## src/rtl/ram_burst_master.sv

```systemverilog
// Burst initiator for the single-port RAM: turns write/read burst commands into
// cycle-by-cycle address/data/select/write sequencing, one beat per two cycles.
module ram_burst_master #(
  parameter int ADDR_W = 10,
  parameter int DATA_W = 8,
  parameter int LEN_W  = 11
) (
  input  logic              clk,
  input  logic              rst_n,
  input  logic              cmd_valid,
  output logic              cmd_ready,
  input  logic              cmd_write,
  input  logic [ADDR_W-1:0] cmd_addr,
  input  logic [LEN_W-1:0]  cmd_len,
  input  logic [DATA_W-1:0] wr_data,
  input  logic              wr_valid,
  output logic              wr_ready,
  output logic [DATA_W-1:0] rd_data,
  output logic              rd_valid,
  input  logic              rd_ready,
  output logic              done,
  output logic              busy,
  output logic [ADDR_W-1:0] mem_address,
  output logic [DATA_W-1:0] mem_data_in,
  input  logic [DATA_W-1:0] mem_data_out,
  output logic              mem_write,
  output logic              mem_select
);

  typedef enum logic [2:0] {
    IDLE, WR_WAIT, WR_STROBE, RD_ISSUE, RD_WAIT, DONE
  } state_t;

  state_t            state, state_nxt;
  logic [ADDR_W-1:0] cur_addr, cur_addr_nxt;
  logic [LEN_W-1:0]  remaining, remaining_nxt;
  logic [ADDR_W-1:0] mem_address_nxt;
  logic [DATA_W-1:0] mem_data_in_nxt, rd_data_nxt;
  logic              mem_write_nxt, mem_select_nxt, rd_valid_nxt, done_nxt;
  logic              last_beat;

  assign last_beat = (remaining == LEN_W'(1));
  assign cmd_ready = (state == IDLE);
  assign wr_ready  = (state == WR_WAIT);
  assign busy      = (state != IDLE);

  always_comb begin
    // NOTE: every output of this block is given a default first, so no path
    // leaves a variable unassigned and no latch is inferred.
    state_nxt       = state;
    cur_addr_nxt    = cur_addr;
    remaining_nxt   = remaining;
    mem_address_nxt = mem_address;
    mem_data_in_nxt = mem_data_in;
    mem_write_nxt   = mem_write;
    mem_select_nxt  = mem_select;
    rd_data_nxt     = rd_data;
    rd_valid_nxt    = rd_valid;
    done_nxt        = 1'b0;

    unique case (state)
      IDLE: begin
        if (cmd_valid) begin
          cur_addr_nxt  = cmd_addr;
          remaining_nxt = cmd_len;
          if (cmd_len == '0) begin
            state_nxt = DONE;
            done_nxt  = 1'b1;
          end else if (cmd_write) begin
            state_nxt = WR_WAIT;
          end else begin
            state_nxt       = RD_ISSUE;
            mem_address_nxt = cmd_addr;
            mem_select_nxt  = 1'b1;
            mem_write_nxt   = 1'b0;
          end
        end
      end
      WR_WAIT: begin
        if (wr_valid) begin
          mem_address_nxt = cur_addr;
          mem_data_in_nxt = wr_data;
          mem_write_nxt   = 1'b1;
          mem_select_nxt  = 1'b1;
          state_nxt       = WR_STROBE;
        end
      end
      WR_STROBE: begin
        // The strobe has been visible for one full cycle; the RAM takes it at this edge.
        mem_write_nxt  = 1'b0;
        mem_select_nxt = 1'b0;
        cur_addr_nxt   = cur_addr + ADDR_W'(1);
        remaining_nxt  = remaining - LEN_W'(1);
        if (last_beat) begin
          state_nxt = DONE;
          done_nxt  = 1'b1;
        end else begin
          state_nxt = WR_WAIT;
        end
      end
      RD_ISSUE: begin
        rd_data_nxt    = mem_data_out;
        rd_valid_nxt   = 1'b1;
        mem_select_nxt = 1'b0;
        state_nxt      = RD_WAIT;
      end
      RD_WAIT: begin
        if (rd_ready) begin
          rd_valid_nxt  = 1'b0;
          cur_addr_nxt  = cur_addr + ADDR_W'(1);
          remaining_nxt = remaining - LEN_W'(1);
          if (last_beat) begin
            state_nxt = DONE;
            done_nxt  = 1'b1;
          end else begin
            // Next read address is registered on entry so the RAM sees it for the whole issue cycle.
            state_nxt       = RD_ISSUE;
            mem_address_nxt = cur_addr + ADDR_W'(1);
            mem_select_nxt  = 1'b1;
            mem_write_nxt   = 1'b0;
          end
        end
      end
      DONE:    state_nxt = IDLE;
      default: state_nxt = IDLE;
    endcase
  end

  // NOTE: the async reset clears every register, so an abandoned burst drops
  // mem_write/mem_select the instant rst_n falls, not at the next edge.
  always_ff @(posedge clk or negedge rst_n) begin
    if (!rst_n) begin
      state       <= IDLE;
      cur_addr    <= '0;
      remaining   <= '0;
      mem_address <= '0;
      mem_data_in <= '0;
      mem_write   <= 1'b0;
      mem_select  <= 1'b0;
      rd_data     <= '0;
      rd_valid    <= 1'b0;
      done        <= 1'b0;
    end else begin
      // NOTE: non-blocking assignments so every register samples pre-edge values.
      state       <= state_nxt;
      cur_addr    <= cur_addr_nxt;
      remaining   <= remaining_nxt;
      mem_address <= mem_address_nxt;
      mem_data_in <= mem_data_in_nxt;
      mem_write   <= mem_write_nxt;
      mem_select  <= mem_select_nxt;
      rd_data     <= rd_data_nxt;
      rd_valid    <= rd_valid_nxt;
      done        <= done_nxt;
    end
  end

endmodule
```

## config.mk

```make
export PLATFORM = sky130hd
export DESIGN_NAME = ram_burst_master
export DESIGN_NICKNAME = d
export VERILOG_FILES = /design/src/rtl/ram_burst_master.sv
export SDC_FILE = /design/constraint.sdc
export NUM_CORES = 1
export LEC_CHECK = 0
export CELL_PAD_IN_SITES_DETAIL_PLACEMENT = 0
export CELL_PAD_IN_SITES_GLOBAL_PLACEMENT = 1
export CORE_MARGIN = 5
export CORE_UTILIZATION = 40
export CTS_BUF_LIST = sky130_fd_sc_hd__clkbuf_16
export CTS_CLUSTER_SIZE = 12
export DETAILED_ROUTE_END_ITERATION = 8
export GPL_TIMING_DRIVEN = 1
export PLACE_DENSITY_LB_ADDON = 0.1
export REMOVE_ABC_BUFFERS = 1
export SLEW_MARGIN = 5
export SYNTH_ARGS = -nofsm -noshare
export SYNTH_HDL_FRONTEND = slang
export SYNTH_SLANG_ARGS = --single-unit
```

## constraint.sdc

```tcl
create_clock -name clk -period 3.4 [get_ports clk]
set_input_delay 0.68 -clock clk [delete_from_list [all_inputs] [get_ports clk]]
set_output_delay 0.68 -clock clk [all_outputs]
set_load 0.005 [all_outputs]
```

==> After elaboration in Yosys (flattened, before gate mapping) <==
Cells that the tools add are included.
Widths: inputs -> output; s select.
{ "totals": {"input_bits": 43, "ff_bits": 54, "word_cells": 80} }
{ "classes": {"n_reduce_logical": 16, "n_mux": 41, "add_sub_neg": 2, "eq_ne": 11} }
{ "op_table": {"columns": ["operator", "n"], "rows": [
  ["$mux 10", 8],
  ["$pmux 10 s3", 2],
  ["$pmux 11 s3", 1],
  ["$mux 11", 2],
  ["$reduce_and 7->1", 3],
  ["$mux 3", 6],
  ["$mux 1", 16],
  ["$pmux 3 s5", 1],
  ["$ne 2x2->1 const B", 6],
  ["$eq 11x1->1 const B", 1],
  ["$logic_not 11->1", 1],
  ["$sub 11x1->11 const B", 1],
  ["$add 10x1->10 const B", 1],
  ["$reduce_bool 3->1", 3],
  ["$pmux 1 s4", 2],
  ["$reduce_bool 4->1", 2],
  ["$eq 3x2->1 const B", 2],
  ["$reduce_and 3->1", 2],
  ["$reduce_and 2->1", 2],
  ["$eq 3x1->1 const B", 1],
  ["$eq 3x3->1 const B", 1],
  ["$logic_not 3->1", 1],
  ["$pmux 1 s3", 1],
  ["$mux 2", 1],
  ["other kinds (3)", 3]
]} }

==> Logic depth before layout (Yosys ltp) <==
Gate-level depths: netlist of run 1.
{ "logic_depth": {"depth_word": 4, "depth_mapped": 8, "depth_no_buf": 7} }

==> Worst setup path after synthesis of run 1 <==
OpenSTA, ideal clock, no wires.
{ "synth_path": {"path_kind": "input -> register", "from": "input cmd_valid", "to": "register mem_address[3]", "path_buffers": 1, "path_stages": 6, "slack_ns": 1.290, "required_time_ns": 3.272, "setup_ns": 0.128, "arrival_ns": 1.982, "path_cell_list": "inv_1 > o311ai_0 > o211ai_2 > nor3_2 > buf_6 > mux2_1"} }
{ "synth_between": {"elab_chain_cells": 2} }
{ "synth_rtl": {"columns": ["item", "line", "text"], "rows": [
  ["from (decl)", "10", "input logic cmd_valid,"],
  ["$ne 2x2->1 (no line)", null, null],
  ["$reduce_and 7->1 (no line)", null, null],
  ["to (signal assigned)", "148", "mem_address <= mem_address_nxt;"],
  ["to (decl)", "23", "output logic [ADDR_W-1:0] mem_address,"]
]} }
No other way between the ends.
A chain may end at the register's enable or synchronous reset.

==> Worst setup path in the final report of run 1 <==
{ "layout_path": {"from": "register state[0]", "to": "output wr_ready"} }
{ "layout_between": {"elab_chain_cells": 1} }
{ "layout_rtl": {"columns": ["item", "line", "text"], "rows": [
  ["from (decl)", "34", "state_t state, state_nxt;"],
  ["from (signal assigned)", "145", "state <= state_nxt;"],
  ["$eq 3x1->1", "44", "assign wr_ready = (state == WR_WAIT);"],
  ["to (decl)", "17", "output logic wr_ready,"]
]} }
No other way between the ends.

==> results of run 1 <==
worst max-delay path by stage:
stage                                 endpoint  slack, ns  depth (start not counted)
floorplan            remaining[10]$_DFFE_PN0P_       0.62                          5
global placement    mem_address[1]$_DFFE_PN0P_       0.67                          7
detailed placement  mem_address[1]$_DFFE_PN0P_       0.63                          7
CTS                                   wr_ready       0.56                          3
global route                          wr_ready       0.43                          3
finish                                wr_ready       0.56                          3
registers in the layout, indices dropped and copies added, names as in the netlist, 3 cells and up:
name and cells:
rd_data 8, mem_address 10, cur_addr 10, state 3
remaining 11, mem_data_in 8
metal layers:
layer,share of wire [%],vias to the layer above,track usage [%]
met5,0,-,0
met4,1.5,0,5.40
met3,3.5,10,3.38
met2,52,56,30.4
met1,43,1294,21.4
li1,-,1280,-
placed cells by master (no fill, tap or decap), drive strengths merged, types with 4 or more instances in the layout:
cell type	instances
buf	8
a31o	4
dfrtp	54
nor2	28
nand2	29
clkdlybuf4s50	74
a221o	5
nor3	10
a21oi	33
nor4	7
o21ai	17
o22ai	8
a21o	7
nand3	6
clkbuf	5
inv	8
mux2	25
logic make-up (layout without fill, tap and decap cells):
| logic type | count (synthesis) | count (layout) | share of synthesized area [%] |
|---|---|---|---|
| flip-flops | 54 | 54 | 45.0 |
| XOR/XNOR | 1 | 1 | 0.292 |
| AO/OA/AOI/OAI | 95 | 95 | 20.5 |
| adder cells (fa/ha/maj) | 3 | 3 | 1.25 |
| multiplexers | 28 | 28 | 11.0 |
| buffers and inverters | 29 | 99 | 4.59 |
| AND/OR/NAND/NOR | 101 | 101 | 17.3 |
worst max-delay path, delay by kind of cell, from the launching register on:
kind | cells | cell delay, ns
buffers and inverters | 2 | 0.67
DFF | 1 | 0.64
and+or+nand+nor | 1 | 0.55
per-stage QoR:
step	setup slack (ns)	instances	hold slack, ns	total power, mW	area [sq um]
floorplan	0.617	291	0.384	2.50	2900
global placement	0.671	472	0.462	3.36	3830
detailed placement	0.629	472	0.470	3.39	3830
CTS	0.557	480	0.297	3.91	3980
global route	0.427	480	0.311	4.19	3980
finish	0.562	480	0.287	3.88	3980
power groups by stage:
| stage | clock, mW | sequential [mW] | combinational (mW) |
|---|---|---|---|
| finish | 0.514 | 1.29 | 2.07 |
| CTS | 0.527 | 1.29 | 2.09 |
| detailed placement | 0 | 1.30 | 2.09 |
| floorplan | 0 | 1.25 | 1.26 |
| global route | 0.555 | 1.34 | 2.29 |
| global placement | 0 | 1.29 | 2.07 |
final cells by class:
cell class                 instances  area share, %
sequential                        54           34.0
timing repair buffer              82           20.1
tap                               99           3.12
inverter                           9          0.976
multi-input combinational        228           38.1
clock buffer                       5           3.15
clock inverter                     3          0.535
==> impl_metrics.py, run 1 <==
metrics = {
    "synth": {
        "total_standard_cell_area_after_synthesis_sq_mm": 0.00300,
        "post-synth-top-area-fraction_pct": 45.0,
        "synth_common_cells": "sky130_fd_sc_hd__dfrtp_1, sky130_fd_sc_hd__a21oi_1, sky130_fd_sc_hd__nand2_1, sky130_fd_sc_hd__nor2_1, sky130_fd_sc_hd__mux2_2",
        "synth_cell_types": 57,
        "synth_top_area_cell": "sky130_fd_sc_hd__dfrtp_1",
        "async_flop_share_pct": 100,
        "yosysMostFrequentCell": "sky130_fd_sc_hd__dfrtp_1",
        "yosysWarningCount": 0,
        "edff_count_synth": 0,
        "ys_top_cells_by_area": "sky130_fd_sc_hd__dfrtp_1, sky130_fd_sc_hd__mux2_2, sky130_fd_sc_hd__a21oi_1",
        "post_synth.cell_area_avg_sq_um": 9.65,
        "synthCells": 311,
        "synth_sequential_area_ratio_pct": 45.0,
        "ys_seq_elements": 54,
        "postSynth.topFlopCell": "sky130_fd_sc_hd__dfrtp_1",
    },
    "timing": {
        "rsz0062_at_grt": "false",
        "fin_worst_skew_ns": 0.00641,
        "shortest_period_the_worst_path_allows_ns": 2.84,
        "achievable-frequency_mhz": 352,
        "finalMaxSlewViolations": 0,
        "tightestPinTransition_ns": 0.801,
        "worst_slew_margin_rel_pct": 46.1,
        "finalHoldViolations": 0,
        "setup-tns-final_ns": 0,
        "setup-violations-final": 0,
        "period_share_pct": 83.5,
    },
    "clock_tree": {
        "cts_hold_repair.buffers": 0,
        "cts_resized": 0,
        "htree_num_levels": 2,
        "tritoncts.num_buffers": 5,
        "post-cts-setup-buffers": 0,
        "cts_sink_count": 54,
        "tritoncts": "built",
        "worst_skew_pair.late_latency_ns": 0.29,
        "root_buffer": "sky130_fd_sc_hd__clkbuf_16",
        "clk_pin_slew_worst_paths_ns": 0.07,
        "cts.path.max_buffers": 2,
    },
    "pwr": {
        "p_sw_mw": 1.53,
        "p_sw_share_pct": 39.5,
        "power-per-cell-area_mw_per_mm2": 975,
        "cellLeakagePower_nw": 1.62,
        "share_clk_of_total_power_pct": 13.3,
        "combinationalPowerShare_pct": 53.5,
        "cellInternalPower_mw": 2.35,
        "max-vdd-ir-drop_uv": 331,
        "power_frac_seq_pct": 33.2,
    },
    "detailed_routing": {
        "finalWirelength_mm": 7.98,
        "wire_per_inst_um": 16.6,
        "num_vias": 2640,
        "antenna_violating_nets_post_route": 0,
        "vias_per_cell": 5.50,
        "dr.pass1.iters": 4,
        "route.detailed.drc": 0,
        "detailedRoute.firstIterationViolations": 135,
    },
    "setup_path": {
        "worst_setup_path_startpoint": "state[0]$_DFFE_PN0P_",
        "timing.critical_path.slowest_stage_cell": "sky130_fd_sc_hd__dfrtp_1",
        "largest_incremental_delay_on_the_critical_path_ns": 0.64,
        "cp_data_arrival_time_ns": 2.16,
        "r2r_setup_slack_ns": 1.11,
        "critPathMaxFanout": 15,
        "worst_r2r_endpoint": "mem_address[1]$_DFFE_PN0P_",
        "criticalPathCategory": "register to output port",
        "timing.critical_path.from_type": "register",
        "reg2reg_depth": 5,
        "worstPathRequired_ns": 2.72,
        "crit_path_end_kind": "output port",
        "crit_path_cell_trace": "or3b_1 -> clkinv_4 -> clkdlybuf4s50_1",
        "r2r-start": "state[0]$_DFFE_PN0P_",
    },
    "grt": {
        "pin_count_of_the_biggest_net_entering_global_routing": 28,
        "first_global_vias": 2729,
        "grt_usage_pct": 17.3,
        "grt_antenna_before_repair": 0,
        "grt_pass1_wl_mm": 13.5,
        "grt_overflow": 0,
    },
    "worst_hold_path": {
        "type_of_the_most_critical_hold_path": "input pin to asynchronous set/reset pin",
    },
    "cells_and_area": {
        "layout.core_utilization_pct": 54.5,
        "area_growth_pct": 32.4,
        "seqCellArea_sq_mm": 0.00135,
        "fin_nets": 426,
        "multiInputGateArea_sq_mm": 0.00152,
        "diodes": 0,
        "drive_gt1_share_pct": 14.2,
        "fill_cells": 708,
    },
    "place": {
        "place_congestion": 0.818,
        "dpl.hpwl_mm": 5.76,
        "port-buffer-count": 75,
    },
    "die": {
        "pin_count": 76,
        "coreArea_sq_mm": 0.00729,
        "start_util_pct": 41.2,
        "floorplan.rows": 31,
        "die-height_um": 96.6,
        "die_w_um": 96.6,
        "floorplan.die_area_sq_mm": 0.00934,
    },
    "outcome": {
        "result_of_the_run": "complete, no violations",
    },
    "job": {
        "maxCapViolCount": 0,
    },
}
Power figures use the tool's default switching activity.
==> run 2: changes to the inputs <==
--- a/config.mk
+++ b/config.mk
@@ -8,7 +8,7 @@
 export CELL_PAD_IN_SITES_DETAIL_PLACEMENT = 0
 export CELL_PAD_IN_SITES_GLOBAL_PLACEMENT = 1
 export CORE_MARGIN = 5
-export CORE_UTILIZATION = 40
+export CORE_UTILIZATION = 37
 export CTS_BUF_LIST = sky130_fd_sc_hd__clkbuf_16
 export CTS_CLUSTER_SIZE = 12
 export DETAILED_ROUTE_END_ITERATION = 8
==> constraint.sdc (replaced) <==
create_clock -name clk -period 2.8 [get_ports clk]
set_input_delay 0.56 -clock clk [delete_from_list [all_inputs] [get_ports clk]]
set_output_delay 0.56 -clock clk [all_outputs]
set_load 0.005 [all_outputs]
==> impl_metrics.py, run 2 (synthesis results as in run 1) <==
metrics = {
    "clock_tree": {
        "tritoncts": "built",
        "tritoncts.num_buffers": 5,
        "root_buffer": "sky130_fd_sc_hd__clkbuf_16",
        "clk_pin_slew_worst_paths_ns": 0.07,
        "worst_skew_pair.late_latency_ns": 0.30,
        "post-cts-setup-buffers": 0,
        "cts_hold_repair.buffers": 0,
        "cts.path.max_buffers": 2,
        "htree_num_levels": 2,
        "cts_sink_count": 54,
        "cts_resized": 0,
    },
    "cells_and_area": {
        "most_common_cell_after_layout_fill_and_taps_aside": "sky130_fd_sc_hd__clkdlybuf4s50_1",
        "regMostFlops": "remaining",
        "diodes": 0,
        "highest_count_cells_in_the_layout_ignoring_fill_and_taps": "sky130_fd_sc_hd__clkdlybuf4s50_1, sky130_fd_sc_hd__dfrtp_1, sky130_fd_sc_hd__a21oi_1",
        "largestRegisters": "remaining (11), cur_addr (10), mem_address (10)",
        "drive_gt1_share_pct": 14.8,
        "largest_register_ff_count": 11,
        "fin_nets": 429,
        "area_growth_pct": 33.9,
    },
    "pwr": {
        "cellInternalPower_mw": 2.91,
        "power-per-cell-area_mw_per_mm2": 1190,
        "p_sw_mw": 1.87,
        "cellLeakagePower_nw": 1.64,
        "combinationalPowerShare_pct": 54.9,
        "max-vdd-ir-drop_uv": 432,
        "p_sw_share_pct": 39.1,
        "share_clk_of_total_power_pct": 13.5,
        "power_frac_seq_pct": 31.6,
    },
    "timing": {
        "rsz0062_at_grt": "false",
        "finalWorstSetupSlack_ns": 0.210,
        "setup-tns-final_ns": 0,
        "achievable-frequency_mhz": 386,
        "finalMaxSlewViolations": 0,
        "worst_slew_margin_rel_pct": 43.8,
        "shortest_period_the_worst_path_allows_ns": 2.59,
        "finalHoldViolations": 0,
        "tightestPinTransition_ns": 0.836,
        "fin_hold_ws_ns": 0.407,
        "fin_worst_skew_ns": 0.00821,
        "period_share_pct": 92.5,
        "setup-violations-final": 0,
    },
    "grt": {
        "grt_pass1_wl_mm": 13.3,
        "grt_usage_pct": 16.6,
        "grt_antenna_before_repair": 0,
        "first_global_vias": 2633,
        "grt_overflow": 0,
        "pin_count_of_the_biggest_net_entering_global_routing": 55,
    },
    "setup_path": {
        "worstPathRequired_ns": 2.24,
        "crit_path_end_kind": "output port",
        "timing.critical_path.from_type": "register",
        "timing.critical_path.slowest_stage_cell": "sky130_fd_sc_hd__or3b_1",
        "critPathMaxFanout": 11,
        "criticalPathCategory": "register to output port",
        "cp_data_arrival_time_ns": 2.03,
        "crit_path_cell_trace": "or3b_1 -> clkinv_4 -> clkdlybuf4s50_1",
        "largest_incremental_delay_on_the_critical_path_ns": 0.55,
    },
    "detailed_routing": {
        "route.detailed.drc": 0,
        "antenna_violating_nets_post_route": 0,
        "num_vias": 2607,
        "vias_per_cell": 5.36,
        "dr.pass1.iters": 4,
        "wire_per_inst_um": 16.4,
        "finalWirelength_mm": 7.98,
        "detailedRoute.firstIterationViolations": 113,
    },
    "place": {
        "port-buffer-count": 75,
        "place_congestion": 0.878,
        "dpl.hpwl_mm": 5.64,
        "place_ws_ns": 0.185,
    },
    "die": {
        "pin_count": 76,
        "start_util_pct": 38.4,
        "floorplan.rows": 32,
        "die_w_um": 100,
        "die-height_um": 100,
        "coreArea_sq_mm": 0.00781,
        "floorplan.die_area_sq_mm": 0.0100,
    },
    "outcome": {
        "result_of_the_run": "complete, no violations",
    },
    "job": {
        "maxCapViolCount": 0,
    },
    "worst_hold_path": {
        "type_of_the_most_critical_hold_path": "input pin to asynchronous set/reset pin",
    },
}
run 2: routing by layer:
layer | GRT usage (%) | wire length, um | vias to the layer above
met5 | 0 | 0 | -
met3 | 2.50 | 267 | 7
met4 | 4.97 | 92 | 0
met2 | 28.5 | 4140 | 41
li1 | - | - | 1284
met1 | 21.5 | 3480 | 1275
run 2: cell type report:
class / instances / area (sq um)
inverters: 9 / 38.8
multi-input cells: 228 / 1520
fillers: 775 / 3790
flip-flops and latches: 54 / 1350
repair buffers: 85 / 833
clock inverters: 3 / 26.3
well taps: 102 / 128
clock buffers: 5 / 125
run 2: power groups by stage:
stage / logic [mW] / registers, mW / clock network, mW
after floorplan: 1.53 / 1.51 / 0
after global placement: 2.64 / 1.52 / 0
after global routing: 2.91 / 1.58 / 0.714
final: 2.62 / 1.51 / 0.647
after CTS: 2.67 / 1.51 / 0.675
after detailed placement: 2.67 / 1.52 / 0
run 2: worst paths after layout:
kind / from / endpoint / slack [ns] / cells past startpoint
worst max register to register: state[1]$_DFFE_PN0P_ / mem_data_in[0]$_DFFE_PN0P_ / 0.68 / 4
min in group clk: rd_valid$_DFFE_PN0P_ / rd_valid$_DFFE_PN0P_ / 0.49 / 2
max in group asynchronous: rst_n / remaining[2]$_DFFE_PN0P_ / 1.92 / 2
worst min register to register: rd_valid$_DFFE_PN0P_ / rd_valid$_DFFE_PN0P_ / 0.49 / 2
worst max-delay path: state[1]$_DFFE_PN0P_ / wr_ready / 0.21 / 3
worst min-delay path: rst_n / mem_address[3]$_DFFE_PN0P_ / 0.41 / 2
run 2: worst max-delay path: cells and delay by family (launching register included):
kind / cells / cell delay [ns]
and+or+nand+nor: 1 / 0.55
DFF: 1 / 0.51
buffers and inverters: 2 / 0.67
run 2: metrics by stage:
stage	instance area [sq um]	power, mW	cells	util [%]
2_1_floorplan	2900	3.04	291	-
3_3_place_gp	3870	4.15	478	49.5
3_5_place_dp	3870	4.19	478	49.5
4_1_cts	4020	4.86	486	51.5
5_1_grt	4020	5.20	486	51.5
6_report	4020	4.78	486	51.5
